`config.mk`:
```
export PLATFORM = sky130hd
export DESIGN_NAME = uart_tx_fifo
export DESIGN_NICKNAME = d
export VERILOG_FILES = /design/src/rtl/uart_tx_fifo.sv
export SDC_FILE = /design/constraint.sdc
export NUM_CORES = 1
export LEC_CHECK = 0
export ABC_AREA = 1
export CAP_MARGIN = 15
export CORE_ASPECT_RATIO = 1.2
export CORE_UTILIZATION = 50
export CTS_BUF_LIST = sky130_fd_sc_hd__clkbuf_4
export DETAILED_ROUTE_END_ITERATION = 7
export PLACE_DENSITY = 0.77
export SLEW_MARGIN = 20
export SYNTH_ARGS = -nofsm -noshare
export SYNTH_HDL_FRONTEND = slang
export SYNTH_SLANG_ARGS = --single-unit
```
`constraint.sdc`:
```
create_clock -name clk -period 2.2 [get_ports clk]
set_input_delay 0.66 -clock clk [delete_from_list [all_inputs] [get_ports clk]]
set_output_delay 0.66 -clock clk [all_outputs]
set_load 0.05 [all_outputs]
```
`src/rtl/uart_tx_fifo.sv`:
```
// rtl/uart_tx_fifo.sv - buffered UART transmitter: byte FIFO feeding a start/data/parity/stop serializer
module uart_tx_fifo #(
  parameter int AW        = 4,
  parameter int PARITY    = 0,
  parameter int STOP_BITS = 1
) (
  input  logic          clk,
  input  logic          rst,
  input  logic          baud_en,
  input  logic [7:0]    din,
  input  logic          wrn,
  output logic          txd,
  output logic          send_over,
  output logic          busy,
  output logic          full,
  output logic          empty,
  output logic [AW:0]   count,
  output logic          overrun
);

  typedef enum logic [2:0] {IDLE, START, DATA, PAR, STOP} state_t;

  localparam logic [AW:0] DEPTH = (AW+1)'(2**AW);

  logic [7:0]    mem_q [2**AW];
  logic [AW-1:0] wr_ptr_q, wr_ptr_d, rd_ptr_q, rd_ptr_d;
  logic [AW:0]   count_q, count_d;
  logic          full_q, full_d, empty_q, empty_d;
  logic          overrun_q, overrun_d;
  state_t        state_q, state_d;
  logic [7:0]    shift_q, shift_d;
  logic [2:0]    bit_idx_q, bit_idx_d;
  logic          stop_idx_q, stop_idx_d;
  logic          txd_q, txd_d;
  logic          send_over_q, send_over_d;
  logic          wr_en, pop, par_bit;

  // full is judged on the registered flag, so a write that races a pop is still dropped
  assign wr_en   = !wrn && !full_q;
  assign par_bit = (^shift_q) ^ (PARITY == 1);

  always_comb begin
    wr_ptr_d  = wr_en ? wr_ptr_q + AW'(1) : wr_ptr_q;
    rd_ptr_d  = pop   ? rd_ptr_q + AW'(1) : rd_ptr_q;
    case ({wr_en, pop})
      2'b10:   count_d = count_q + (AW+1)'(1);
      2'b01:   count_d = count_q - (AW+1)'(1);
      default: count_d = count_q;
    endcase
    full_d    = (count_d == DEPTH);
    empty_d   = (count_d == '0);
    overrun_d = !wrn && full_q;
  end

  always_comb begin
    state_d     = state_q;
    shift_d     = shift_q;
    bit_idx_d   = bit_idx_q;
    stop_idx_d  = stop_idx_q;
    txd_d       = txd_q;
    send_over_d = 1'b0;
    pop         = 1'b0;
    case (state_q)
      IDLE: begin
        txd_d = 1'b1;
        if (baud_en && !empty_q) begin
          pop     = 1'b1;
          shift_d = mem_q[rd_ptr_q];
          txd_d   = 1'b0;
          state_d = START;
        end
      end
      START: begin
        if (baud_en) begin
          txd_d     = shift_q[0];
          bit_idx_d = 3'd0;
          state_d   = DATA;
        end
      end
      DATA: begin
        if (baud_en) begin
          if (bit_idx_q == 3'd7) begin
            stop_idx_d = 1'b0;
            if (PARITY != 0) begin
              txd_d   = par_bit;
              state_d = PAR;
            end else begin
              txd_d   = 1'b1;
              state_d = STOP;
            end
          end else begin
            bit_idx_d = bit_idx_q + 3'd1;
            txd_d     = shift_q[bit_idx_q + 3'd1];
          end
        end
      end
      PAR: begin
        if (baud_en) begin
          txd_d      = 1'b1;
          stop_idx_d = 1'b0;
          state_d    = STOP;
        end
      end
      STOP: begin
        if (baud_en) begin
          if (stop_idx_q == 1'(STOP_BITS - 1)) begin
            send_over_d = 1'b1;
            // chain straight into the next start bit when more data is waiting
            if (!empty_q) begin
              pop     = 1'b1;
              shift_d = mem_q[rd_ptr_q];
              txd_d   = 1'b0;
              state_d = START;
            end else begin
              txd_d   = 1'b1;
              state_d = IDLE;
            end
          end else begin
            stop_idx_d = 1'b1;
          end
        end
      end
      default: begin
        txd_d   = 1'b1;
        state_d = IDLE;
      end
    endcase
  end

  always_ff @(posedge clk) begin
    if (wr_en) mem_q[wr_ptr_q] <= din;
  end

  always_ff @(posedge clk or negedge rst) begin
    if (!rst) begin
      wr_ptr_q    <= '0;
      rd_ptr_q    <= '0;
      count_q     <= '0;
      full_q      <= 1'b0;
      empty_q     <= 1'b1;
      overrun_q   <= 1'b0;
      state_q     <= IDLE;
      shift_q     <= '0;
      bit_idx_q   <= '0;
      stop_idx_q  <= 1'b0;
      txd_q       <= 1'b1;
      send_over_q <= 1'b0;
    end else begin
      wr_ptr_q    <= wr_ptr_d;
      rd_ptr_q    <= rd_ptr_d;
      count_q     <= count_d;
      full_q      <= full_d;
      empty_q     <= empty_d;
      overrun_q   <= overrun_d;
      state_q     <= state_d;
      shift_q     <= shift_d;
      bit_idx_q   <= bit_idx_d;
      stop_idx_q  <= stop_idx_d;
      txd_q       <= txd_d;
      send_over_q <= send_over_d;
    end
  end

  assign txd       = txd_q;
  assign send_over = send_over_q;
  assign busy      = (state_q != IDLE);
  assign full      = full_q;
  assign empty     = empty_q;
  assign count     = count_q;
  assign overrun   = overrun_q;

endmodule
```
## After elaboration in Yosys (flattened, before gate mapping)

Memories as Yosys holds them, arrays and structs flattened.
Cells that the tools add are included.

| cells by class | value |
|---|---|
| add/sub/neg operators | 5 |
| $lt $le $gt $ge | 1 |
| eq/ne operators | 17 |
| muxes and demuxes | 46 |
| reductions and logical operators | 17 |

Operator list:

| cell | count |
|---|---|
| two-way mux 8 bit | 4 |
| two-way mux 3 bit | 10 |
| two-way mux 1 bit | 24 |
| != test 2 bit (second input constant) | 9 |
| one-hot mux 8 bit (2 select lines) | 1 |
| one-hot mux 3 bit (5 select lines) | 1 |
| AND reduction 5 bit | 3 |
| one-hot mux 5 bit (2 select lines) | 1 |
| adder 4 x 1 -> 4 bit (second input constant) | 2 |
| AND reduction 7 bit | 1 |
| equality test 3 x 2 -> 1 bit (second input constant) | 2 |
| equality test 3 bit (second input constant) | 2 |
| one-hot mux 3 bit (2 select lines) | 1 |
| nonzero test 3 bit | 2 |
| adder 5 x 1 -> 5 bit (second input constant) | 1 |
| equality test 5 bit (second input constant) | 1 |
| logical NOT 5 bit | 1 |
| one-hot mux 1 bit (5 select lines) | 1 |
| subtractor 5 x 1 -> 5 bit (second input constant) | 1 |
| < comparator 3 x 4 -> 1 bit (second input constant) | 1 |
| AND reduction 4 bit | 1 |
| nonzero test 2 bit | 2 |
| adder 3 x 1 -> 3 bit (second input constant) | 1 |
| binary-select mux 1 bit (select 3 bit) | 1 |
| other kinds (8) | 12 |

| storage, ports and cells | value |
|---|---|
| register bits | 33 |
| RAM bits | 128 |
| input port bits | 12 |
| output and inout bits | 11 |
| logic and storage cells | 99 |
| memories kept | 1 |

Memory list:

| memory | depth | width | read ports | clocked after memory_dff | wr ports | line | RTL |
|---|---|---|---|---|---|---|---|
| mem_q | 16 | 8 | 1 | 0 | 1 | 25 | `logic [7:0] mem_q [2**AW];` |

## Depth between registers and ports, before layout

| logic depth | value |
|---|---|
| depth after elaboration | 7 |
| gate-level depth with buffers | 18 |
| depth with buffers taken out | 18 |

## Worst setup path before layout

No wires, ideal clock.

| timing path | value |
|---|---|
| path type | input to register |
| from | input baud_en |
| to | register full_q, in the netlist full |
| arrival time | 2.257 ns |
| setup slack | -0.129 ns |
| cell stages on the path | 10 |
| buffers on the path | 1 |
| cells stage by stage | nand2_2 nor2_4 buf_1 ha_1 o21ai_0 inv_1 or2_2 nor2_1 nand3_1 nor2_1 |

| between the ends | value |
|---|---|
| word-level cells in the longest chain between the ends | 6 |
| elaborated cells between the ends (all ways) | 8 |
| classes of those cells | eq/ne: 3; mux: 4; reduce/logical: 1 |

Ends and longest elaborated chain:

| item | line | RTL |
|---|---|---|
| start, declared | 9 | `input logic baud_en,` |
| logical AND 1 bit | 66 | `if (baud_en && !empty_q) begin` |
| two-way mux 1 bit | 66 |  |
| one-hot mux 1 bit (2 select lines) * | 63 | `case (state_q)` |
| equality test 2 x 1 -> 1 bit / equality test 2 bit (equally long branches) | 45 | `case ({wr_en, pop})` |
| one-hot mux 5 bit (2 select lines) * | 45 |  |
| named net count_d[1] | 27 | `logic [AW:0] count_q, count_d;` |
| equality test 5 bit * | 50 | `full_d = (count_d == DEPTH);` |
| named net full_d | 28 | `logic full_q, full_d, empty_q, empty_d;` |
| end signal, assigned | 152 | `full_q <= full_d;` |
| end, declared | 28 |  |

Mark *: on every way through the listed nets, which the timed path passes. The rest lies on a longest branch.
A chain may end at the register's enable or synchronous reset.

## Final worst setup path

| timing path | value |
|---|---|
| from | register state_q[1] |
| to | output busy |

| between the ends | value |
|---|---|
| word-level cells in the longest chain between the ends | 1 |

Ends and longest elaborated chain:

| item | line | RTL |
|---|---|---|
| start, declared | 30 | `state_t state_q, state_d;` |
| start signal, assigned | 155 | `state_q <= state_d;` |
| nonzero test 3 bit | 166 | `assign busy = (state_q != IDLE);` |
| end, declared | 14 | `output logic busy,` |

Every way passes these cells.

==> results.py <==
metrics = {
    "outcome": {
        "outcome": "finished, final reports clean",
    },
    "floorplan": {
        "placementRows": 46,
        "floorplan.initialDensity": 0.511,
        "floorplan.io_pins": 23,
        "die_height_um": 129,
        "area_enclosed_by_the_die_boundary_sq_um": 13900,
        "floorplan.die.width_um": 108,
        "core_area_sq_um": 13100,
    },
    "grt": {
        "global_route.overflow_total": 0,
        "pin_count_of_the_biggest_net_entering_global_routing": 42,
        "first_global_vias": 4711,
        "global_route_wire_length_before_repair_um": 23900,
        "globalRouteTotalUtil": 0.234,
        "number_of_antenna_violations_at_the_first_check_in_global_routing": 1,
    },
    "cts": {
        "ctsRootBufferMaster": "clkbuf_4",
        "cts_hold_buf": 0,
        "clk-insertion-delay-late_ns": 0.55,
        "cts_buffer_depth": 2,
        "cts_tree": "yes",
        "worst_setup_hold_path_clk_slew_ns": 0.14,
        "cts_buffers": 17,
        "cts_max_level": 4,
        "cts.sink_count": 160,
    },
    "yosys": {
        "synth_warnings": 0,
        "synth.yosys.seq_area_share": 0.693,
        "number_of_cells_produced_by_synthesis": 566,
        "post_synth_instance_area_sq_um": 6700,
        "postSynthNetCount": 587,
        "syn-mean-instance-area_sq_um": 11.8,
        "ys_types": 32,
        "ys_ff_latch": 160,
    },
    "timing": {
        "final_period_util": 0.976,
        "layout_setup_ws_ns": 0.0532,
        "finalHoldViolCount": 0,
        "timing.final.crit_period_ns": 2.15,
        "unrepaired_setup_endpoints_after_global_routing": "yes",
        "fin_worst_hold_slack_ns": 0.501,
        "setup-violations-final": 0,
        "timing.slew.headroom": 0.586,
        "fin_skew_ns": 0.0248,
        "fmax_mhz": 466,
        "timing_max_transition_violations_final": 0,
        "tightestPinTransition_ns": 0.605,
    },
    "layout": {
        "area_delta_synth_final_pct": 15.2,
        "layout.nets": 651,
        "drive_gt1_frac": 0.174,
        "stdcell_area_sq_um": 7720,
    },
    "setup_path": {
        "register_to_register_path_depth": 12,
        "startpoint_type": "flip-flop",
        "cp_slowest_stage_delay_ns": 0.42,
        "cpMaxStageDelayCell": "dfrtp_1",
        "worst-endpoint-arrival_ns": 1.49,
        "critical_path_peak_fanout": 2,
        "criticalPathCategory": "flip-flop to output port",
        "reg2reg_to": "empty",
        "timing.critical_path.to_type": "output port",
        "worst-endpoint-required_ns": 1.54,
        "r2r_slack_ns": 0.14,
        "path_cells": "buf_6 -> inv_4 -> nand2_4 -> nor2_4 -> inv_2 -> buf_12",
        "critical_path.reg2reg.startpoint": "state_q[1]",
    },
    "pwr": {
        "netSwitchingFraction": 0.417,
        "net-switching-power_mw": 4.20,
        "cell_pwr_density_nw_per_um2": 1300,
        "ir_worst_vdd_mv": 0.898,
        "comb_power_share": 0.425,
        "p_seq_frac": 0.408,
        "clock_power_share": 0.167,
        "totalPowerFinal_mw": 10.1,
        "p_leak_nw": 2.84,
        "internal-power_mw": 5.87,
    },
    "detailed_routing": {
        "detailroute.via_count": 4650,
        "post_drt_wl_per_cell_um": 18.4,
        "routed_wirelength_um": 15000,
        "drt_iter0_drc": 378,
        "drt_pre_antenna_iters": 5,
        "vias_per_cell": 5.73,
        "number_of_nets_still_failing_antenna_checks_after_routing": 0,
        "detail_route.drc_violations": 0,
    },
    "place": {
        "buffer_ports.inserted": 22,
        "gp_congestion": 0.896,
        "detailed_place.area_sq_um": 7360,
        "dp_worst_setup_slack_ns": -0.569,
        "detailed_placer_s_ending_hpwl_um": 9540,
    },
    "flow_run": {
        "number_of_max_cap_violations": 0,
    },
    "worst_hold_path": {
        "min-delay-path-class": "primary input to asynchronous set/reset pin",
    },
}
## metrics by stage
stage	setup TNS, ns	utilization	std cells
after floorplan	0	-	566
after global placement	-21.75	0.561	769
after detailed placement	-27.00	0.561	769
after CTS	-0.00460	0.586	808
after global routing	-0.0303	0.589	812
final	0	0.589	812
## metal layers
layer	GRT usage	wire [um]	up-vias
li1	-	-	2159
met1	0.284	5780	2268
met2	0.395	7780	180
met3	0.0491	862	43
met4	0.122	560	0
met5	0	0	-
## what timing repair did
item                                    CTS  global route
endpoints found under the setup margin    6             6
buffers inserted                          7             3
resized for setup                        12             8
pin swaps                                 1             8
## power groups by stage
stage	Clock [mW]	Sequential [mW]	Combinational, mW
global route	1.83	4.16	4.66
finish	1.68	4.10	4.28
CTS	1.70	4.10	4.20
detailed placement	0	4.16	4.07
floorplan	0	4.35	2.47
global placement	0	4.14	3.91
## area by class of cell
class	count	area, sq um
antenna	1	2.50
multi-input combinational	343	1840
inverter	38	145
fill	1032	5400
clock buffer	19	143
clock inverter	13	128
sequential	160	4650
tap	168	210
timing repair buffer	70	602
## synth_stat cells
cell type | number | area, sq um
nand3_1 | 28 | 140
nand2_1 | 44 | 165
a31oi_1 | 8 | 50.1
xnor2_1 | 1 | 8.76
clkinv_1 | 1 | 3.75
nand4_1 | 5 | 31.3
nand3_4 | 2 | 35.0
nor2_1 | 107 | 402
or2_2 | 1 | 6.26
nor2_2 | 1 | 6.26
edfxtp_1 | 128 | 3840
o21bai_1 | 1 | 7.51
o22ai_1 | 10 | 62.6
o221ai_1 | 22 | 193
o21ai_0 | 76 | 380
o211ai_1 | 1 | 7.51
nand2_4 | 2 | 22.5
dfrtp_1 | 30 | 751
o21ai_1 | 1 | 5.00
buf_2 | 8 | 40.0
buf_1 | 2 | 7.51
clkbuf_1 | 15 | 56.3
xor2_1 | 7 | 61.3
dfstp_2 | 2 | 52.6
a21oi_1 | 6 | 30.0
nor3_1 | 2 | 10.0
inv_2 | 3 | 11.3
a2111oi_0 | 1 | 8.76
nand2_2 | 5 | 31.3
inv_1 | 34 | 128
ha_1 | 9 | 113
nor2_4 | 3 | 33.8
## worst max-delay path by stage
stage,end,slack [ns],startpoint
2_1_floorplan,full,0.05,empty
5_1_grt,busy,-0.03,state_q[1]
3_5_place_dp,full,-0.57,baud_en
4_1_cts,busy,-0.005,state_q[0]
6_report,busy,0.05,state_q[1]
3_3_place_gp,full,-0.52,baud_en
## critical path, delay by kind of cell, from the launching register on
family                 cells  cell delay (ns)
buffers and inverters      4             0.38
DFF                        1             0.42
and+or+nand+nor            2             0.14
## flip-flops by register name, summed over array words and instances (netlist names)
signal	flops
wr_ptr_q	4
rd_ptr_q	4
full	1
send_over	1
state_q	3
mem_q	128
empty	1
txd	1
shift_q	8
count	5
bit_idx_q	3
overrun	1
## cell usage in the layout, fill, tap and decap left out, drive strengths merged, types with 6 or more instances in the layout
master	instances
a21oi	6
clkinv	6
edfxtp	128
inv	42
o221ai	22
o22ai	10
ha	9
xor2	7
o21ai	77
a31oi	8
clkbuf	20
nor2	111
dfrtp	30
clkdlybuf4s50	10
nand3	30
buf	54
nand2	51
## kinds of logic (layout without fill, tap and decap cells)
group,Yosys count,count (layout),share of synthesized area
DFF,160,160,0.693
adders and majority gates,9,9,0.0168
xor gates and xnor gates,8,8,0.0105
and+or+nand+nor,200,200,0.132
buffers and inverters,63,140,0.0368
other,0,1,0
AOI/OAI and AO/OA,126,126,0.111
Power figures use the tool's default switching activity.
==> edit (config.mk and constraints unchanged) <==
The parameter `AW` goes from 4 to 6.
--- a/src/rtl/uart_tx_fifo.sv
+++ b/src/rtl/uart_tx_fifo.sv
@@ -2,3 +2,3 @@
 module uart_tx_fifo #(
-  parameter int AW        = 4,
+  parameter int AW        = 6,
   parameter int PARITY    = 0,
Interface: changed (resized count); port bits go from 23 to 25. No check against the original RTL was run, so the function may have changed too.
==> edit against the original RTL <==
The flow now finishes with violations (setup timing); hold slack worse by 0.23 ns; cell count rose to 3.4 times the old value; design area rose to 3.5 times the old value; critical path depth down 1; core utilization up 2.0 points; worst setup slack worse by 0.19 ns; clock power rose to 5.2 times the old value; area after synthesis rose to 3.3 times the old value; maximum frequency down 8.1%; sequential cell count up 390; wire length rose to 3.9 times the old value; total power rose to 3.5 times the old value; critical path type unchanged; largest cell class unchanged.
==> edit: results (changes against the original RTL) <==
| Metric | Value |
|---|---|
| Register clock-pin slew on the reported worst setup and hold paths | 0.07 ns (-0.07 ns) |
| Number of flops mapped to enable cells by yosys | 512 (+300%) |
| Synth top cells by count | 512 x edfxtp_1, 382 x nor2_1, 229 x o21ai_0 |
| Crit-path max cell delay | 0.42 ns (about the same) |
| Yosys warning total | 0 (unchanged) |
| Total track usage | 25.4% (+2.0 points) |
| Initial antenna violation count | 1 (unchanged) |
| CP Max Fanout | 2 (unchanged) |
| Clock latency on the worst-skew pair | 0.86 ns (+0.31 ns) |
| Leakage power | 9.55 nW (+240%) |
| Hold endpoint | mem_q[1][3] |
| Number of distinct library cells after synthesis | 37 (+16%) |
| Hold_sp | din[3] |
| Layout cell share with drive strength beyond 1 | 23.0% (+5.6 points) |
| GPL Wtd Cong | 0.949 (+5.9%) |
| Placed insts | 2481 (+220%) |
| Final Setup Violations | 3 (+3) |
| Status | complete, but fails checks |
| Iteration-0 DRC count of the detailed router | 1759 (+370%) |
| Clk root buf | clkbuf_4 |
| Maximum level of the CTS H-tree | 4 (unchanged) |
| Post-synthesis sequential area ratio | 72.7% (+3.4 points) |
| XOR/XNOR share of the synthesized area | 0.468% (-0.58 points) |
| Reg2Reg Launch Point | rd_ptr_q[0] |
| Violated checks | setup timing |
| DP Wirelength | 34800 µm (+260%) |
| Mux share of post-synthesis cell area | 0% (unchanged) |
| Routed WL | 58600 µm (+290%) |
| Vias | 15900 (+240%) |
| Fraction of registers with async set/reset | 6.91% (-13 points) |
| CP max-delay cell | dfrtp_2 |
| CP top delay family | flip-flops |
| Data arrival, critical path | 1.67 ns (+0.18 ns) |
| Path depth of the worst reg2reg path | 11 (-1) |
| Deepest clock path buffer count | 3 (+1) |
| Worst VDD drop | 690 µV (-23%) |
| Synth Net Count | 1861 (+220%) |
| CTS Buf Count | 134 (+117) |
| Clock Skew | 0.0424 ns (+0.0176 ns) |
| DR pass1 iterations | 5 (unchanged) |
| WL/cell | 21.3 µm (+16%) |
| Adder-Cell Fraction of Synth Area | 0.334% (-1.3 points) |
| Worst Setup Slack, final | -0.135 ns (-0.188 ns) |
| Prevailing post-synth register cell | edfxtp_1 |
| Drt drc | 0 (unchanged) |
| Hold crit path type | in2reg |
| Hold Path Stages | 1 |
| Max reg flops | 512 (+300%) |
| First-pass GRT wire length | 87300 µm (+270%) |
| Worst r2r dst | shift_q[5] |
| Slew @ Worst Pin | 0.596 ns (-0.00927 ns) |
| Post-synthesis compound-gate area fraction | 10.5% (-0.61 points) |
| Mapped Cells | 1843 (+230%) |
| Area contributors post-synth | edfxtp_1 68%, nor2_1 6.4%, o21ai_0 5.1% |
| Final nets | 2107 (+220%) |
| Port Buffers | 24 (+9.1%) |
| Worst R2R Setup Slack | -0.01 ns (-0.15 ns) |
| Top reg by flops | mem_q |
| Largest net degree at the start of global routing | 65 (+55%) |
-- edit: changes by cell type in the layout (fill, tap and decap cells not counted), sizes merged, moves of 50 or more --
| cell | delta |
|---|---|
| o211ai | +62 |
| o22ai | +50 |
| nor2 | +277 |
| nand3 | +52 |
| clkbuf | +182 |
| edfxtp | +384 |
| nand2 | +143 |
| buf | +152 |
| o21ai | +190 |
-- edit: worst max path at each step --
stage	endpoint	cells after the start	from
floorplan	mem_q[43][0]	6	full
global placement	full	18	baud_en
detailed placement	full	18	baud_en
CTS	busy	5	state_q[1]
global route	busy	5	state_q[1]
finish	busy	5	state_q[1]
-- edit: per-layer routing --
metal  vias to the layer above  part of all wire, %  global-route usage (%)  wire [µm]
li1                       7227                    -                       -          -
met1                      7669                   38                    31.1      22000
met2                       877                   50                    42.3      29200
met3                       151                  8.0                    5.01       4700
met4                         0                  4.6                    14.8       2680
met5                         -                    0                       0          0
-- edit: worst reg2reg max path: cells and delay by family (launching register included) --
kind	cells	cell delay, ns
AND/OR/NAND/NOR	6	0.71
flip-flops	1	0.50
buffers and inverters	3	0.50
AO/OA/AOI/OAI	2	0.38
-- edit: logic make-up after synthesis --
kind of cell             count (synthesis)
buffers and inverters                  156
XOR/XNOR                                12
AO/OA/AOI/OAI                          421
adder cells (fa/ha/maj)                  6
AND/OR/NAND/NOR                        698
flip-flops                             550
-- edit: area by class of cell --
class / count / area (µm²)
Fill cell: 3237 / 17200
Sequential cell: 550 / 16300
Multi-Input combinational cell: 1137 / 5610
Timing Repair Buffer: 216 / 2140
Clock buffer: 195 / 1460
Tap cell: 559 / 699
Clock inverter: 40 / 328
Inverter: 48 / 193
Timing Repair inverter: 2 / 17.5
Antenna cell: 1 / 2.50
-- edit: timing repair --
item	4_1_cts	5_1_grt
setup endpoints to repair	10	16
hold endpoints to repair	22	0
cloned	1	9
hold buffers	1	0
pin swaps	2	41
resized for setup	25	102
setup buffers	7	15
-- edit: through the flow --
stage,setup slack (ns),TNS (ns),instance area [µm²],hold WS [ns]
floorplan,-0.0922,-1.48,22500,0.364
global placement,-0.442,-129.55,24300,0.467
detailed placement,-0.463,-144.85,24300,0.470
CTS,-0.188,-0.385,26200,0.211
global route,-0.185,-0.718,26800,0.230
finish,-0.135,-0.179,26800,0.271
-- edit: report_power, final --
| part | internal, mW | switching (mW) | leakage [nW] |
|---|---|---|---|
| Combinational | 4.86 | 8.96 | 3.42 |
| Sequential | 12.1 | 0.531 | 5.07 |
| Clock | 4.78 | 3.97 | 1.05 |
